### src/rtl/bo_datapath.sv
// bo_datapath: operative half of a controller/datapath pair. Holds the
// working registers X, S, H, an ALU with operand muxes, registered zero/neg
// status flags, and a valid/ready result port with a sticky overrun flag.
module bo_datapath #(
   parameter int N = 8
) (
   input  logic         clk,
   input  logic         rst,
   input  logic [N-1:0] x_in,
   input  logic [1:0]   m0,
   input  logic [1:0]   m1,
   input  logic [1:0]   m2,
   input  logic         lx,
   input  logic         ls,
   input  logic         lh,
   input  logic         h,
   input  logic         done,
   output logic         zero,
   output logic         neg,
   output logic [N-1:0] res,
   output logic         res_valid,
   input  logic         res_ready,
   output logic         ovr
);

   logic [N-1:0] x_q, x_d, s_q, s_d, h_q, h_d, res_q, res_d;
   logic         zero_q, zero_d, neg_q, neg_d, vld_q, vld_d, ovr_q, ovr_d;
   logic [N-1:0] opa, opb, alu;
   logic         xfer;

   // Operand muxes and ALU; always fed from pre-edge register values.
   always_comb begin
      unique case (m0)
         2'b00:   opa = x_q;
         2'b01:   opa = s_q;
         2'b10:   opa = h_q;
         default: opa = N'(1);
      endcase
      unique case (m1)
         2'b00:   opb = x_q;
         2'b01:   opb = s_q;
         2'b10:   opb = h_q;
         default: opb = '0;
      endcase
      unique case (m2)
         2'b00:   alu = opa + opb;
         2'b01:   alu = opa - opb;
         2'b10:   alu = {opa[N-2:0], 1'b0};
         default: alu = opa;
      endcase
   end

   assign xfer = vld_q & res_ready;

   // Next-state for registers, flags and the result handshake.
   always_comb begin
      x_d    = lx ? x_in : x_q;
      s_d    = ls ? alu  : s_q;
      h_d    = lh ? alu  : h_q;
      zero_d = h  ? (alu == '0) : zero_q;
      neg_d  = h  ? alu[N-1]    : neg_q;
      res_d  = res_q;
      vld_d  = vld_q;
      ovr_d  = ovr_q;
      if (done && (!vld_q || xfer)) begin
         // Publishes the pre-edge S, so a same-cycle ls is not yet visible.
         res_d = s_q;
         vld_d = 1'b1;
      end else if (done) begin
         // Consumer still holds the previous result: keep it, flag the loss.
         ovr_d = 1'b1;
      end else if (xfer) begin
         vld_d = 1'b0;
      end
   end

   // State registers with asynchronous active-low clear.
   always_ff @(posedge clk or negedge rst) begin
      if (!rst) begin
         x_q    <= '0;
         s_q    <= '0;
         h_q    <= '0;
         res_q  <= '0;
         zero_q <= 1'b0;
         neg_q  <= 1'b0;
         vld_q  <= 1'b0;
         ovr_q  <= 1'b0;
      end else begin
         x_q    <= x_d;
         s_q    <= s_d;
         h_q    <= h_d;
         res_q  <= res_d;
         zero_q <= zero_d;
         neg_q  <= neg_d;
         vld_q  <= vld_d;
         ovr_q  <= ovr_d;
      end
   end

   assign zero      = zero_q;
   assign neg       = neg_q;
   assign res       = res_q;
   assign res_valid = vld_q;
   assign ovr       = ovr_q;

endmodule

### config.mk
export PLATFORM = sky130hd
export DESIGN_NAME = bo_datapath
export DESIGN_NICKNAME = d
export VERILOG_FILES = /design/src/rtl/bo_datapath.sv
export SDC_FILE = /design/constraint.sdc
export NUM_CORES = 1
export LEC_CHECK = 0
export ABC_AREA = 1
export CAP_MARGIN = 30
export CORE_MARGIN = 4
export CORE_UTILIZATION = 57
export CTS_BUF_LIST = sky130_fd_sc_hd__clkbuf_8
export CTS_CLUSTER_DIAMETER = 80
export DETAILED_ROUTE_END_ITERATION = 16
export HOLD_SLACK_MARGIN = 0.1
export PLACE_DENSITY = 0.83
export SLEW_MARGIN = 15
export SYNTH_ARGS = -nofsm -noshare
export SYNTH_HDL_FRONTEND = slang
export SYNTH_SLANG_ARGS = --single-unit
### constraint.sdc
create_clock -name clk -period 3.33 [get_ports clk]
set_input_delay 0.999 -clock clk [delete_from_list [all_inputs] [get_ports clk]]
set_output_delay 0.999 -clock clk [all_outputs]
set_load 0.01 [all_outputs]
# Yosys cells after proc, flatten, opt, wreduce, memory -nomap -nowiden
# Cells that the tools add are included.
dict set report classes {
  addsub 2
  mul 0
  div_mod_pow 0
  order_cmp 0
  eq_ne 7
  n_shift 0
  mux 6
  bitwise_logic 2
  n_reduce_logical 10
}
# operator n
set ops {}
lappend ops {{$pmux W8 S3} 3}
lappend ops {{$add A8 B8 Y8} 1}
lappend ops {{$logic_not A8 Y1} 1}
lappend ops {{$sub A8 B8 Y8} 1}
lappend ops {{$eq A2 B1 Y1 const B} 3}
lappend ops {{$eq A2 B2 Y1 const B} 3}
lappend ops {{$logic_not A2 Y1} 3}
lappend ops {{$reduce_and A2 Y1} 2}
lappend ops {{$mux W1} 3}
lappend ops {{$ne A2 B1 Y1 const B} 1}
lappend ops {{$reduce_bool A2 Y1} 1}
lappend ops {{$and A1 B1 Y1} 1}
lappend ops {{$logic_and A1 B1 Y1} 1}
lappend ops {{$logic_not A1 Y1} 1}
lappend ops {{$logic_or A1 B1 Y1} 1}
lappend ops {{$not A1 Y1} 1}
dict set report word_totals {
  ff_bits 36
  latchBits 0
  ram_bits 0
  mem_bits_ro 0
  in_bits 22
  out_inout_bits 12
  word_cells 35
  mem_count 0
}

# Depth between registers and ports, before layout
# Gate-level depths: netlist of the first run.
dict set report depth {
  depth_word 5
  mapped_depth 22
  depth_no_buf 21
}

# Worst setup path before layout of the first run
# Ideal clock, no wire load.
dict set report synth_path {
  kind {in2reg}
  from {input m1[1]}
  to {register h_q[7]}
  setup_ns 0.117
  arrival_ns 3.125
  path_slack_ns 0.089
  path_stages 19
  path_buffers 1
  cell_sequence {buf_6 inv_6 nand2_4 nor2_1 nor2_2 ha_1 nand3b_1 o31ai_1 xnor2_1 inv_1 ha_1 a21oi_1 o21ai_0 a31oi_1 nand3_1 nand3_2 nand2_2 nand2_1 nand2_1}
}
dict set report synth_via {
  elab_chain_cells 4
  word_cells_on_any_way 7
  cone_classes {2 x add/sub; 2 x eq/ne; 2 x mux; 1 x reduce/logical}
}
# element line_no
set synth_rtl {}
lappend synth_rtl {{start: declaration} 11} ;# input logic [1:0] m1,
lappend synth_rtl {{$eq A2 B2 Y1, or another cell as far along} 39} ;# unique case (m1)
lappend synth_rtl {{$pmux W8 S3 *} 39}
lappend synth_rtl {{$sub A8 B8 Y8 / $add A8 B8 Y8 (equally long branches)} {47, 46}}
lappend synth_rtl {{$pmux W8 S3 *} 45} ;# unique case (m2)
lappend synth_rtl {{end signal: assignment} 82} ;# h_q <= '0;
lappend synth_rtl {{end signal: assignment} 91} ;# h_q <= h_d;
lappend synth_rtl {{end: declaration} 26} ;# logic [N-1:0] x_q, x_d, s_q, s_d, h_q, h_d, res_q, res_d;
# Every way passes the cells marked *; elsewhere a longest branch is shown, timed or not.
# A chain may end at the register's enable or synchronous reset.

# Worst setup path after layout of the first run
dict set report layout_path {
  from {input m1[0]}
  to {register zero_q, in the netlist zero}
}
dict set report layout_via {
  elab_chain_cells 5
  word_cells_on_any_way 8
  cone_classes {2 x add/sub; 2 x eq/ne; 2 x mux; 2 x reduce/logical}
}
# element line_no
set layout_rtl {}
lappend layout_rtl {{$eq A2 B2 Y1, or another cell as far along} 39}
lappend layout_rtl {{$pmux W8 S3 *} 39}
lappend layout_rtl {{$sub A8 B8 Y8 / $add A8 B8 Y8 (equally long branches)} {47, 46}}
lappend layout_rtl {{$pmux W8 S3 *} 45}
lappend layout_rtl {{$logic_not A8 Y1 *} 60} ;# zero_d = h ? (alu == '0) : zero_q;
lappend layout_rtl {{end signal: assignment} 93} ;# zero_q <= zero_d;
lappend layout_rtl {{end: declaration} 27} ;# logic zero_q, zero_d, neg_q, neg_d, vld_q, vld_d, ovr_q, ovr_d;
# Marks and branches as above.

==> qor.csv, run 1 <==
stage;metric;value;unit
outcome;status;finished clean;
logic_synthesis;avgSynthCellArea;7.10;µm²
setup_path;cp_max_fo;6;
layout;antennaDiodeCount;0;
placement;portBuffers;33;
hold_path;hold_path_end;ovr;
clock_network;cts_tree;built;
floorplan;initial_core_util;59.7;%
pwr;ir_drop;481;µV
run;maxCapViolCount;0;
sta;slew_violations;0;
route;route.detailed.drc;0;
logic_synthesis;synth_area;2410;µm²
setup_path;r2r_start;s_q[0];
route;first_pass_iters;5;
logic_synthesis;yosys_warnings;0;
logic_synthesis;synth_fp_nets;370;
sta;setup_viol;0;
setup_path;crit_chain;buf_4 > inv_6 > nand2_4 > nor2_2 > nor2_4 > ha_4 > nand3b_1 > nand2_1 > xnor2_1 > inv_1 > ha_4 > nand2_1 > inv_1 > nand4_1 > nand3_1 > nand2_1 > nand3_2 > nand2_2 > nand3b_1 > nor2_1 > nand3_1 > nand2_1;
clock_network;h-tree-depth;2;
setup_path;rrSetupSlack;0.54;ns
global_routing;antenna_found_initial;0;
logic_synthesis;seq_area_frac_synth;37.4;%
layout;synthToLayoutAreaGrowth;41.8;%
logic_synthesis;yosys.cell_types.count;32;
route;wirelength;7.26;mm
floorplan;row_count;23;
sta;worst_slack;0.129;ns
logic_synthesis;synth_ff_type;dfrtp_1;
setup_path;cp_top_family;simple AND/OR/NAND/NOR gates;
clock_network;clock_sinks;36;
hold_path;hp-class;reg -> reg;
sta;tightest_slew;0.450;ns
clock_network;numCtsBuffers;5;
global_routing;grt_pass1_vias;2562;
sta;skew;0.00730;ns
setup_path;worst_path_most_repeated_cell;nand2_1;
layout;final_common_cell;nand2_1;
sta;finalCritPeriodShare;96.1;%
setup_path;path_class;in -> reg;
floorplan;die_y;73.0;µm
setup_path;cp-start-kind;input pin;
route;vias_per_cell;5.51;
logic_synthesis;synth_edf_count;0;
global_routing;grt_pass1_wl;11.8;mm
floorplan;coreArea;4030;µm²
logic_synthesis;async_reset_ff_share;100;%
floorplan;fp.dieW;73.0;µm
setup_path;slowest_delay;0.29;ns
sta;relSlewSlack;69.9;%
setup_path;worst_setup_path_end_kind;flip-flop;
logic_synthesis;synth_cells;339;
placement;place_congestion;1.03;
sta;max_clock_freq;0.312;GHz
route;vias;2619;
hold_path;holdPathStages;1;
setup_path;cp_slowest_cell;ha_4;
global_routing;grt_max_degree;37;
global_routing;grt-ovfl-total;0;
route;wl_per_cell;15.3;µm
sta;min_period;3.20;ns
pwr;power_leakage;1.71;nW
placement;dp_hpwl;5.47;mm
setup_path;crit_arrival;3.43;ns
clock_network;cts_hold_buffers;0;
setup_path;r2r-end;zero;
layout;fin_nets;455;
clock_network;clkLatencyLatePin;0.30;ns
clock_network;cts-root-buf;clkbuf_8;
placement;place_ws;-0.803;ns
setup_path;crit_buf_inv;4;
setup_path;worstPathRequired;3.56;ns
setup_path;cp-startpoint;m1[0];
floorplan;num_io_pins;34;
floorplan;dieArea;5320;µm²
clock_network;cts_buffer_depth;2;
layout;mostFrequentLayoutCells;nand2_1 (108), buf_4 (51), inv_1 (36), dfrtp_1 (36), nand3_1 (35);
clock_network;clkTransAtPathRegs;0.08;ns
route;drt_iter0_markers;234;
pwr;powerDensity;682;nW/µm²
global_routing;grtUsageTotal;29.2;%
hold_path;min_from;ovr;
sta;hold-worst-slack;0.487;ns
logic_synthesis;synth_seq_cells;36;
route;antenna_left;0;
layout;drive_gt1_share;25.9;%
sta;hold_viol;0;
setup_path;reg2reg_depth;18;
## worst max-delay path by stage
stage	endpoint	slack, ns	depth (start not counted)
global placement	s_q[7]	-0.62	19
finish	zero	0.13	22
CTS	h_q[7]	0.009	19
global route	zero	-0.05	22
detailed placement	h_q[7]	-0.80	19
floorplan	h_q[7]	0.09	19
## logic make-up after synthesis
group	synth area share (%)
simple gates	34.7
buf+inv	9.00
compound gates	11.1
flops	37.4
fa+ha+maj	4.99
xor+xnor	1.82
mux	0.936
## metrics by stage
stage | cells | total power [mW] | cell area (µm²) | util, % | TNS [ns]
2_1_floorplan | 339 | 1.31 | 2410 | - | 0
3_3_place_gp | 460 | 1.79 | 3100 | 77.0 | -7.33
3_5_place_dp | 460 | 1.83 | 3100 | 77.0 | -8.77
4_1_cts | 469 | 2.22 | 3260 | 80.8 | 0
5_1_grt | 475 | 2.51 | 3410 | 84.7 | -0.136
6_report | 475 | 2.33 | 3410 | 84.7 | 0
## timing repair
action,CTS,global route
cloned,0,0
resized for setup,15,31
setup endpoints to repair,15,11
pin swaps,5,18
setup buffers,1,6
## routing by layer
| metal | global-route usage (%) | part of all wire [%] |
|---|---|---|
| met5 | 0 | 0 |
| met4 | 14.5 | 4.0 |
| met3 | 3.99 | 6.7 |
| met2 | 47.6 | 48 |
| met1 | 37.9 | 41 |
## cells in the mapped netlist (2+ instances only)
cell | number | area share, %
inv_1 | 36 | 5.6
or2_2 | 2 | 0.52
dfrtp_1 | 36 | 37
a31oi_1 | 3 | 0.78
o31ai_1 | 2 | 0.62
mux2_2 | 2 | 0.94
o211ai_1 | 6 | 1.9
buf_2 | 2 | 0.42
nand3b_1 | 4 | 1.2
xnor2_1 | 5 | 1.8
clkbuf_1 | 2 | 0.31
nor2_1 | 13 | 2.0
a21oi_1 | 6 | 1.2
nand4_1 | 4 | 1.0
ha_1 | 8 | 4.2
nor2_2 | 7 | 1.8
o21ai_0 | 24 | 5.0
nand2_2 | 2 | 0.52
inv_2 | 7 | 1.1
buf_6 | 2 | 0.94
nand3_2 | 2 | 0.83
nand2_1 | 115 | 18
nand3_1 | 40 | 8.3
## report_power, final
group,switching (mW),internal [mW]
registers,0.137,0.567
clock network,0.168,0.148
logic,0.669,0.637
total,0.974,1.35
## layout make-up
class	instances	area [µm²]
clock buffer	5	68.8
clock inverter	3	23.8
fill	271	617
inverter	45	179
multi-input combinational	252	1450
sequential	36	901
tap	50	62.6
timing repair buffer	84	729
## flip-flops by register name, indices dropped and copies added, names as in the netlist
signal and count:
h_q 8, res_valid 1, s_q 8, res 8, zero 1, ovr 1
neg 1, x_q 8
No activity file was read; power rests on OpenSTA's default activity.
==> inputs of run 2 (changes only) <==
--- a/config.mk
+++ b/config.mk
@@ -6,14 +6,17 @@
 export NUM_CORES = 1
 export LEC_CHECK = 0
 export ABC_AREA = 1
+export ABC_CLOCK_PERIOD_IN_PS = 3330
 export CAP_MARGIN = 30
+export CELL_PAD_IN_SITES_DETAIL_PLACEMENT = 1
+export CELL_PAD_IN_SITES_GLOBAL_PLACEMENT = 2
 export CORE_MARGIN = 4
-export CORE_UTILIZATION = 57
+export CORE_UTILIZATION = 32
 export CTS_BUF_LIST = sky130_fd_sc_hd__clkbuf_8
 export CTS_CLUSTER_DIAMETER = 80
 export DETAILED_ROUTE_END_ITERATION = 16
 export HOLD_SLACK_MARGIN = 0.1
-export PLACE_DENSITY = 0.83
+export PLACE_DENSITY_LB_ADDON = 0.1
 export SLEW_MARGIN = 15
 export SYNTH_ARGS = -nofsm -noshare
 export SYNTH_HDL_FRONTEND = slang
==> run 2 against run 1 <==
Combinational power rose by 8%. Global-route usage fell by 9.5 points. Total power rose by 4.6%. Sequential power fell by 1%. Critical path depth fell by 6. Fmax rose by 1.5%. Clock power rose by 3%. Hold slack got worse by 0.015 ns. Critical endpoint unchanged. Highest routed layer unchanged.
==> qor.csv, run 2 (synthesis results as in run 1) <==
stage;metric;value;unit
sta;hold_viol;0;
sta;finalCritPeriodShare;94.7;%
setup_path;crit_chain;dlygate4sd2_1 > nor2_2 > nand2_1 > nand3_1 > inv_2 > ha_1 > inv_1 > fa_1 > or2_2 > nand3_1 > nand2_1 > nor2_2 > nand3b_1 > nor2_1 > nand3_1 > nand2_1;
run;maxCapViolCount;0;
setup_path;cp_slowest_cell;fa_1;
setup_path;worstPathRequired;3.56;ns
floorplan;fp.dieW;94.7;µm
pwr;sw_frac_of_total;41.5;%
setup_path;path_class;in -> reg;
clock_network;cts_buffer_depth;2;
layout;final_common_cell;nand2_1;
layout;instances_no_fill;525;
pwr;p_int;1.42;mW
sta;setup_viol;0;
setup_path;cp-startpoint;m0[1];
setup_path;cp-start-kind;input pin;
clock_network;clkTransAtPathRegs;0.08;ns
placement;dp_hpwl;6.44;mm
setup_path;cp_max_fo;5;
sta;max_clock_freq;0.317;GHz
sta;rsz0062_at_grt;true;
floorplan;num_io_pins;34;
clock_network;h-tree-depth;2;
setup_path;reg2reg_depth;17;
pwr;clock_power_share;13.3;%
route;vias_per_cell;4.84;
global_routing;grt_pass1_vias;2732;
setup_path;r2r_start;s_q[1];
clock_network;cts-root-buf;clkbuf_8;
floorplan;initial_core_util;33.0;%
clock_network;clkLatencyLatePin;0.29;ns
clock_network;cts_tree;built;
route;drt_iter0_markers;60;
floorplan;dieArea;8970;µm²
placement;place_congestion;0.909;
layout;mostFrequentLayoutCells;nand2_1 (107), buf_4 (49), inv_1 (36), dfrtp_1 (36), nand3_1 (31);
pwr;total_power;2.43;mW
sta;skew;0.0110;ns
setup_path;rrSetupSlack;0.58;ns
pwr;p_sw;1.01;mW
setup_path;crit_arrival;3.38;ns
global_routing;grt_pass1_wl;13.7;mm
global_routing;antenna_found_initial;0;
floorplan;die_y;94.7;µm
setup_path;slowest_delay;0.41;ns
sta;min_period;3.15;ns
sta;tightest_slew;0.474;ns
route;wl_per_cell;15.2;µm
clock_network;numCtsBuffers;5;
route;antenna_left;0;
pwr;combPwrFrac;58.0;%
pwr;ir_drop;293;µV
sta;slew_violations;0;
pwr;power_leakage;1.73;nW
hold_path;hp-class;reg -> reg;
pwr;pwr-share-seq;28.6;%
global_routing;grtUsageTotal;19.7;%
clock_network;cts_hold_buffers;0;
hold_path;min_from;ovr;
layout;antennaDiodeCount;0;
pwr;powerDensity;677;nW/µm²
sta;relSlewSlack;68.3;%
setup_path;r2r-end;s_q[7];
floorplan;coreArea;7290;µm²
floorplan;row_count;31;
placement;dpl.cell_count;512;
outcome;status;finished clean;
route;vias;2541;
placement;portBuffers;33;
setup_path;worst_setup_path_end_kind;flip-flop;
setup_path;crit_end;zero;
global_routing;grt_max_degree;37;
global_routing;grt-ovfl-total;0;
layout;fin_nets;456;
route;route.detailed.drc;0;
route;first_pass_iters;4;
clock_network;clock_sinks;36;
layout;synthToLayoutAreaGrowth;49.4;%
route;wirelength;8.01;mm
layout;drive_gt1_share;28.6;%
-- run 2: final cells by class --
class | instances | area, µm²
clock inverter | 2 | 11.3
fill | 936 | 3700
clock buffer | 6 | 82.6
sequential | 36 | 901
inverter | 45 | 186
timing repair buffer | 85 | 749
multi-input combinational | 252 | 1540
tap | 99 | 124
-- run 2: timing repair --
item                       CTS  global route
hold endpoints to repair     0             0
setup endpoints to repair   16            11
buffers inserted             4             2
gates resized for setup     45            31
pin swaps                   23            19
-- run 2: power groups by stage --
stage	logic [mW]	registers, mW	clock network, mW
5_1_grt	1.57	0.716	0.354
4_1_cts	1.36	0.695	0.340
3_5_place_dp	1.19	0.701	0
2_1_floorplan	0.639	0.668	0
6_report	1.41	0.697	0.324
3_3_place_gp	1.16	0.702	0
-- run 2: through the flow --
step | setup slack [ns] | util (%) | instance area [µm²] | hold slack, ns | setup TNS [ns]
2_1_floorplan | 0.0885 | - | 2410 | 0.472 | 0
3_3_place_gp | -0.789 | 43.5 | 3170 | 0.457 | -9.42
3_5_place_dp | -0.933 | 43.5 | 3170 | 0.460 | -11.44
4_1_cts | 0.0130 | 47.7 | 3480 | 0.480 | 0
5_1_grt | -0.0341 | 49.3 | 3590 | 0.499 | -0.0341
6_report | 0.176 | 49.3 | 3590 | 0.472 | 0
-- run 2: metal layers --
| layer | up-vias | wire [µm] | global-route usage (%) |
|---|---|---|---|
| met1 | 1218 | 3810 | 25.8 |
| met4 | 0 | 148 | 5.41 |
| met5 | - | 0 | 0 |
| met2 | 37 | 3890 | 33.8 |
| li1 | 1272 | - | - |
| met3 | 14 | 158 | 2.63 |
-- run 2: how the worst min path moves through the flow --
stage          endpoint  cells past startpoint  slack, ns
5_1_grt             ovr                      1       0.50
2_1_floorplan    h_q[2]                      2       0.47
3_3_place_gp        ovr                      1       0.46
4_1_cts             ovr                      1       0.48
6_report            ovr                      1       0.47
3_5_place_dp        ovr                      1       0.46
-- run 2: worst max-delay path, delay by kind of cell --
kind / cells / cell delay (ns)
buf+inv: 3 / 0.45
simple gates: 11 / 1.34
fa+ha+maj: 2 / 0.59
==> RTL change 1, RTL diff (config.mk and constraints of run 2) <==
Make the reset (`rst`) synchronous in one clocked block. Comments in the files are not updated.
--- a/src/rtl/bo_datapath.sv
+++ b/src/rtl/bo_datapath.sv
@@ -75,7 +75,7 @@
    end
 
    // State registers with asynchronous active-low clear.
-   always_ff @(posedge clk or negedge rst) begin
+   always_ff @(posedge clk) begin
       if (!rst) begin
          x_q    <= '0;
          s_q    <= '0;
Check against the original RTL: differs if rst is asserted again (counterexample within 4 cycles, from zero or initial values and one cycle with rst low); with rst held inactive, the same outputs for 4 cycles.
==> RTL change 1 against run 2 <==
  * Total power shrank 35%
  * Sequential cell count is the same
  * Setup slack lost 0.014 ns
  * Routed wire length grew 4.2%
  * Area after synthesis shrank 1.8%
  * Design area shrank 2.5%
  * Global-route usage shrank 0.35 points
  * Cell count grew 4.4%
==> RTL change 1: results (changes against run 2) <==
status = finished, final reports clean
WL per Instance = 15.2 um (-0.21%)
static leakage = 0.00166 uW (-4.3%)
CTS Root Cell = clkbuf_8
synth top area cells = dfxtp_1 31%, nand2_1 11%, nand3_1 10%
synth unique cells = 31 (-3.1%)
slowest CP cell = o31ai_4
post-DP HPWL = 6630 um (+2.9%)
maxcap violations = 0 (unchanged)
Post-synth ARST share = 0% (-100 points)
Hold WC Path Type = reg -> reg
share of the synthesized area in the top cell type = 30.5% (-6.9 points)
Worst Tran Pin Value = 0.473 ns (-0.000828 ns)
largest net degree at the start of global routing = 26 (-30%)
clock latency on the worst-skew pair = 0.29 ns (about the same)
Max clock buf depth = 2 (unchanged)
n_diodes = 0 (unchanged)
GRT Total Usage = 19.3% (-0.35 points)
final net count = 480 (+5.3%)
vias in the first global route = 2,781 (+1.8%)
Yosys warning count = 0 (unchanged)
CP peak stage delay = 0.26 ns (-0.15 ns)
dpl cell area = 0.00314 mm2 (-1.1%)
CTS buffer count = 5 (unchanged)
CP Max Fanout = 6 (+1)
CP Data Arrival Time = 3.34 ns (-0.04 ns)
post-synthesis cell count = 371 (+9.4%)
Inst Count DP = 539 (+5.3%)
clk slew on worst S/H paths = 0.08 ns (about the same)
Initial DRC Count = 100 (+67%)
Syn Nets = 402 (+8.6%)
Placement Setup Slack = -0.790 ns (+0.143 ns)
Via density = 4.89 (+1.0%)
share of layout cells above drive strength 1 = 25.2% (-3.5 points)
global-route wire length before repair = 13,400 um (-2.1%)
worst clock skew = 0.0119 ns (+0.000859 ns)
list of most frequent post-synthesis cells = 71 x nand2_1, 50 x nor2_1, 49 x inv_1, 49 x nand3_1, 36 x dfxtp_1
post-synthesis sequential area ratio = 30.5% (-6.9 points)
gpl congestion = 0.858 (-5.6%)
final wirelength = 8340 um (+4.2%)
CP delay by family, top = simple AND/OR/NAND/NOR gates
Peak supply drop = 239 uV (-18%)
==> RTL change 1: layer usage <==
| metal | share of wire (%) | GRT usage, % |
|---|---|---|
| met5 | 0 | 0 |
| met4 | 2.1 | 4.69 |
| met3 | 3.4 | 3.93 |
| met2 | 50 | 33.9 |
| met1 | 44 | 24.0 |
==> RTL change 1: kinds of logic after synthesis <==
logic type	count (synthesis)	share of synthesized area [%]
XOR/XNOR	6	2.22
flip-flops	36	30.5
buffers and inverters	64	10.7
AND/OR/NAND/NOR	194	37.0
adder cells (fa/ha/maj)	9	5.08
AO/OA/AOI/OAI	62	14.5
==> RTL change 1: worst paths after layout <==
check | from | slack (ns) | cells after the start | end
setup reg to reg | s_q[1]$_SDFFE_PN0P_ | 0.67 | 18 | s_q[6]$_SDFFE_PN0P_
hold / removal | ovr$_SDFFE_PN0P_ | 0.47 | 2 | ovr$_SDFFE_PN0P_
setup / recovery | m1[0] | 0.16 | 19 | s_q[6]$_SDFFE_PN0P_
hold reg to reg | ovr$_SDFFE_PN0P_ | 0.47 | 2 | ovr$_SDFFE_PN0P_
==> RTL change 1: worst register-to-register path, stage by stage (launching register included) <==
cell and delay [ns]:
dfxtp_1 0.35, nand3_1 0.12, nand2_2 0.08, nor2_4 0.14, buf_6 0.12, nand3_4 0.08
o31ai_4 0.26, xnor2_1 0.14, inv_1 0.09, ha_4 0.26, a21oi_1 0.24, nand4_1 0.13
nand3_1 0.09, nand2_1 0.06, inv_2 0.08, buf_12 0.10, nand2_1 0.05, o211ai_1 0.11
inv_1 0.06
==> RTL change 1: stage by stage <==
stage | util [%] | hold WS, ns | TNS [ns]
CTS | 45.4 | 0.478 | 0
global placement | 43.5 | 0.439 | -9.07
global route | 48.6 | 0.507 | -0.160
finish | 48.6 | 0.468 | 0
detailed placement | 43.5 | 0.466 | -9.99
floorplan | - | 0.441 | 0
==> RTL change 1: layout make-up <==
cell class / instances / area, um2
Timing Repair Buffer: 79 / 721
Multi-Input combinational cell: 271 / 1630
Tap cell: 99 / 124
Sequential cell: 36 / 721
Clock buffer: 7 / 96.3
Fill cell: 946 / 3710
Inverter: 56 / 215
==> RTL change 1: repair_timing <==
action / 4_1_cts / 5_1_grt
pin swaps: 0 / 12
endpoints found under the setup margin: 14 / 11
setup buffers: 0 / 2
gates resized for setup: 21 / 50
==> RTL change 1: report_power, final <==
group	total [uW]	internal, uW	switching [uW]
combinational	722	346	377
sequential	509	470	38.9
clock	338	184	154
==> RTL change 2, RTL diff (flow settings as in run 2) <==
Made on the original files. Change the parameter `N` from 8 to 16.
--- a/src/rtl/bo_datapath.sv
+++ b/src/rtl/bo_datapath.sv
@@ -2,7 +2,7 @@
 // working registers X, S, H, an ALU with operand muxes, registered zero/neg
 // status flags, and a valid/ready result port with a sticky overrun flag.
 module bo_datapath #(
-   parameter int N = 8
+   parameter int N = 16
 ) (
    input  logic         clk,
    input  logic         rst,
Ports: changed (resized res and x_in); port bits go from 34 to 50. The function was not compared with the original's and may differ.
==> RTL change 2 against run 2 <==
  * The run now ends with setup timing left
  * Critical path depth up 11
  * Total power grew 140%
  * Routed wire length is 140% higher
  * Register-to-register slack worse by 0.48 ns
  * Clock power grew 140%
  * Setup slack got worse by 0.49 ns
  * Design area up 110%
  * Synthesized cell count rose by 110%
  * First-iteration DRC count grew to 3.6 times the old value
  * Area after synthesis is 100% higher
  * Sequential cell count increased by 32
  * Maximum frequency shrank 13%
  * Largest cell class unchanged
  * Highest routed layer unchanged
==> RTL change 2: results (changes against run 2) <==
status = finished with violations
failing checks = setup timing
Final setup violation count = 18 (+18)
# H-tree levels = 3 (+1)
synth unique cells = 41 (+28%)
Via density = 5.01 (+3.5%)
CP peak stage delay = 0.28 ns (-0.13 ns)
port buffer count = 49 (+48%)
Syn Nets = 770 (+110%)
Rel. slew slack = 61.2% (-7.1 points)
list of most frequent post-synthesis cells = 220 x nand2_1, 96 x inv_1, 76 x nand3_1
Net Switching = 2560 uW (+150%)
FILL cells = 1,847 (+97%)
static leakage = 0.00379 uW (+120%)
Final WS setup = -0.315 ns (-0.491 ns)
GRT Total Usage = 22.0% (+2.3 points)
slowest CP cell = ha_4
post-synthesis sequential area ratio = 34.6% (-2.8 points)
Peak supply drop = 294 uV (+0.35%)
gpl congestion = 0.886 (-2.5%)
final net count = 952 (+110%)
CTS buffer count = 9 (+4)
CP Data Arrival Time = 3.90 ns (+0.52 ns)
share of layout cells above drive strength 1 = 37.6% (+8.9 points)
Initial DRC Count = 218 (+260%)
CP Max Fanout = 6 (+1)
## RTL change 2: per-stage QoR
step	utilization (%)	setup TNS (ns)	instance area, um2	total power, uW	std cells
after CTS	48.6	-4.25	7360	5580	1091
after detailed placement	43.7	-30.49	6620	4330	1062
after global placement	43.7	-27.52	6620	4260	1062
after floorplan	-	-2.22	5080	2840	723
final	50.6	-3.36	7660	5860	1098
after global routing	50.6	-7.32	7660	6310	1098
## RTL change 2: cell families (layout without fill, tap and decap cells)
group / after synthesis / after routing / share of synthesized area (%)
mux: 6 / 6 / 1.37
fa+ha+maj: 17 / 17 / 4.48
buf+inv: 129 / 316 / 11.1
simple gates: 386 / 386 / 34.0
compound gates: 103 / 103 / 11.9
xor+xnor: 14 / 14 / 2.49
flops: 68 / 68 / 34.6
## RTL change 2: power by group through the flow
stage                     combinational (uW)  clock (uW)  sequential [uW]
final                                   3790         785             1280
after global routing                    4150         843             1320
after CTS                               3500         803             1280
after detailed placement                3030           0             1290
after global placement                  2980           0             1280
after floorplan                         1570           0             1280
## RTL change 2: path summary, 6_finish.rpt
check	slack, ns	start	cells after the start	end
min in group clk	0.49	neg$_DFFE_PN0P_	2	neg$_DFFE_PN0P_
max in group asynchronous	2.29	rst	2	res[5]$_DFFE_PN0P_
setup reg to reg	0.10	h_q[1]$_DFFE_PN0P_	23	zero$_DFFE_PN0P_
hold / removal	0.49	rst	1	res[10]$_DFFE_PN0P_
setup / recovery	-0.31	m1[1]	27	zero$_DFFE_PN0P_
hold reg to reg	0.49	neg$_DFFE_PN0P_	2	neg$_DFFE_PN0P_
## RTL change 2: cell type report
class,instances,area share [%]
Clock inverter,7,1.27
Inverter,104,5.55
Multi-Input combinational cell,526,44.1
Sequential cell,68,22.2
Timing Repair Buffer,196,22.2
Clock buffer,9,1.62
Tap cell,188,3.07
## RTL change 2: what timing repair did
| action | in CTS | in global routing |
|---|---|---|
| gates resized for setup | 136 | 71 |
| gates cloned | 0 | 0 |
| buffers inserted | 14 | 9 |
| pin swaps | 77 | 53 |
| endpoints found under the setup margin | 32 | 24 |
## RTL change 2: metal layers
layer / wire length [um] / share of wire, % / up-vias / GRT usage, %
met2: 10100 / 52 / 95 / 40.6
met5: 0 / 0 / - / 0
met3: 362 / 1.9 / 60 / 3.24
li1: - / - / 2680 / -
met4: 945 / 4.9 / 0 / 8.63
met1: 7960 / 41 / 2666 / 25.4
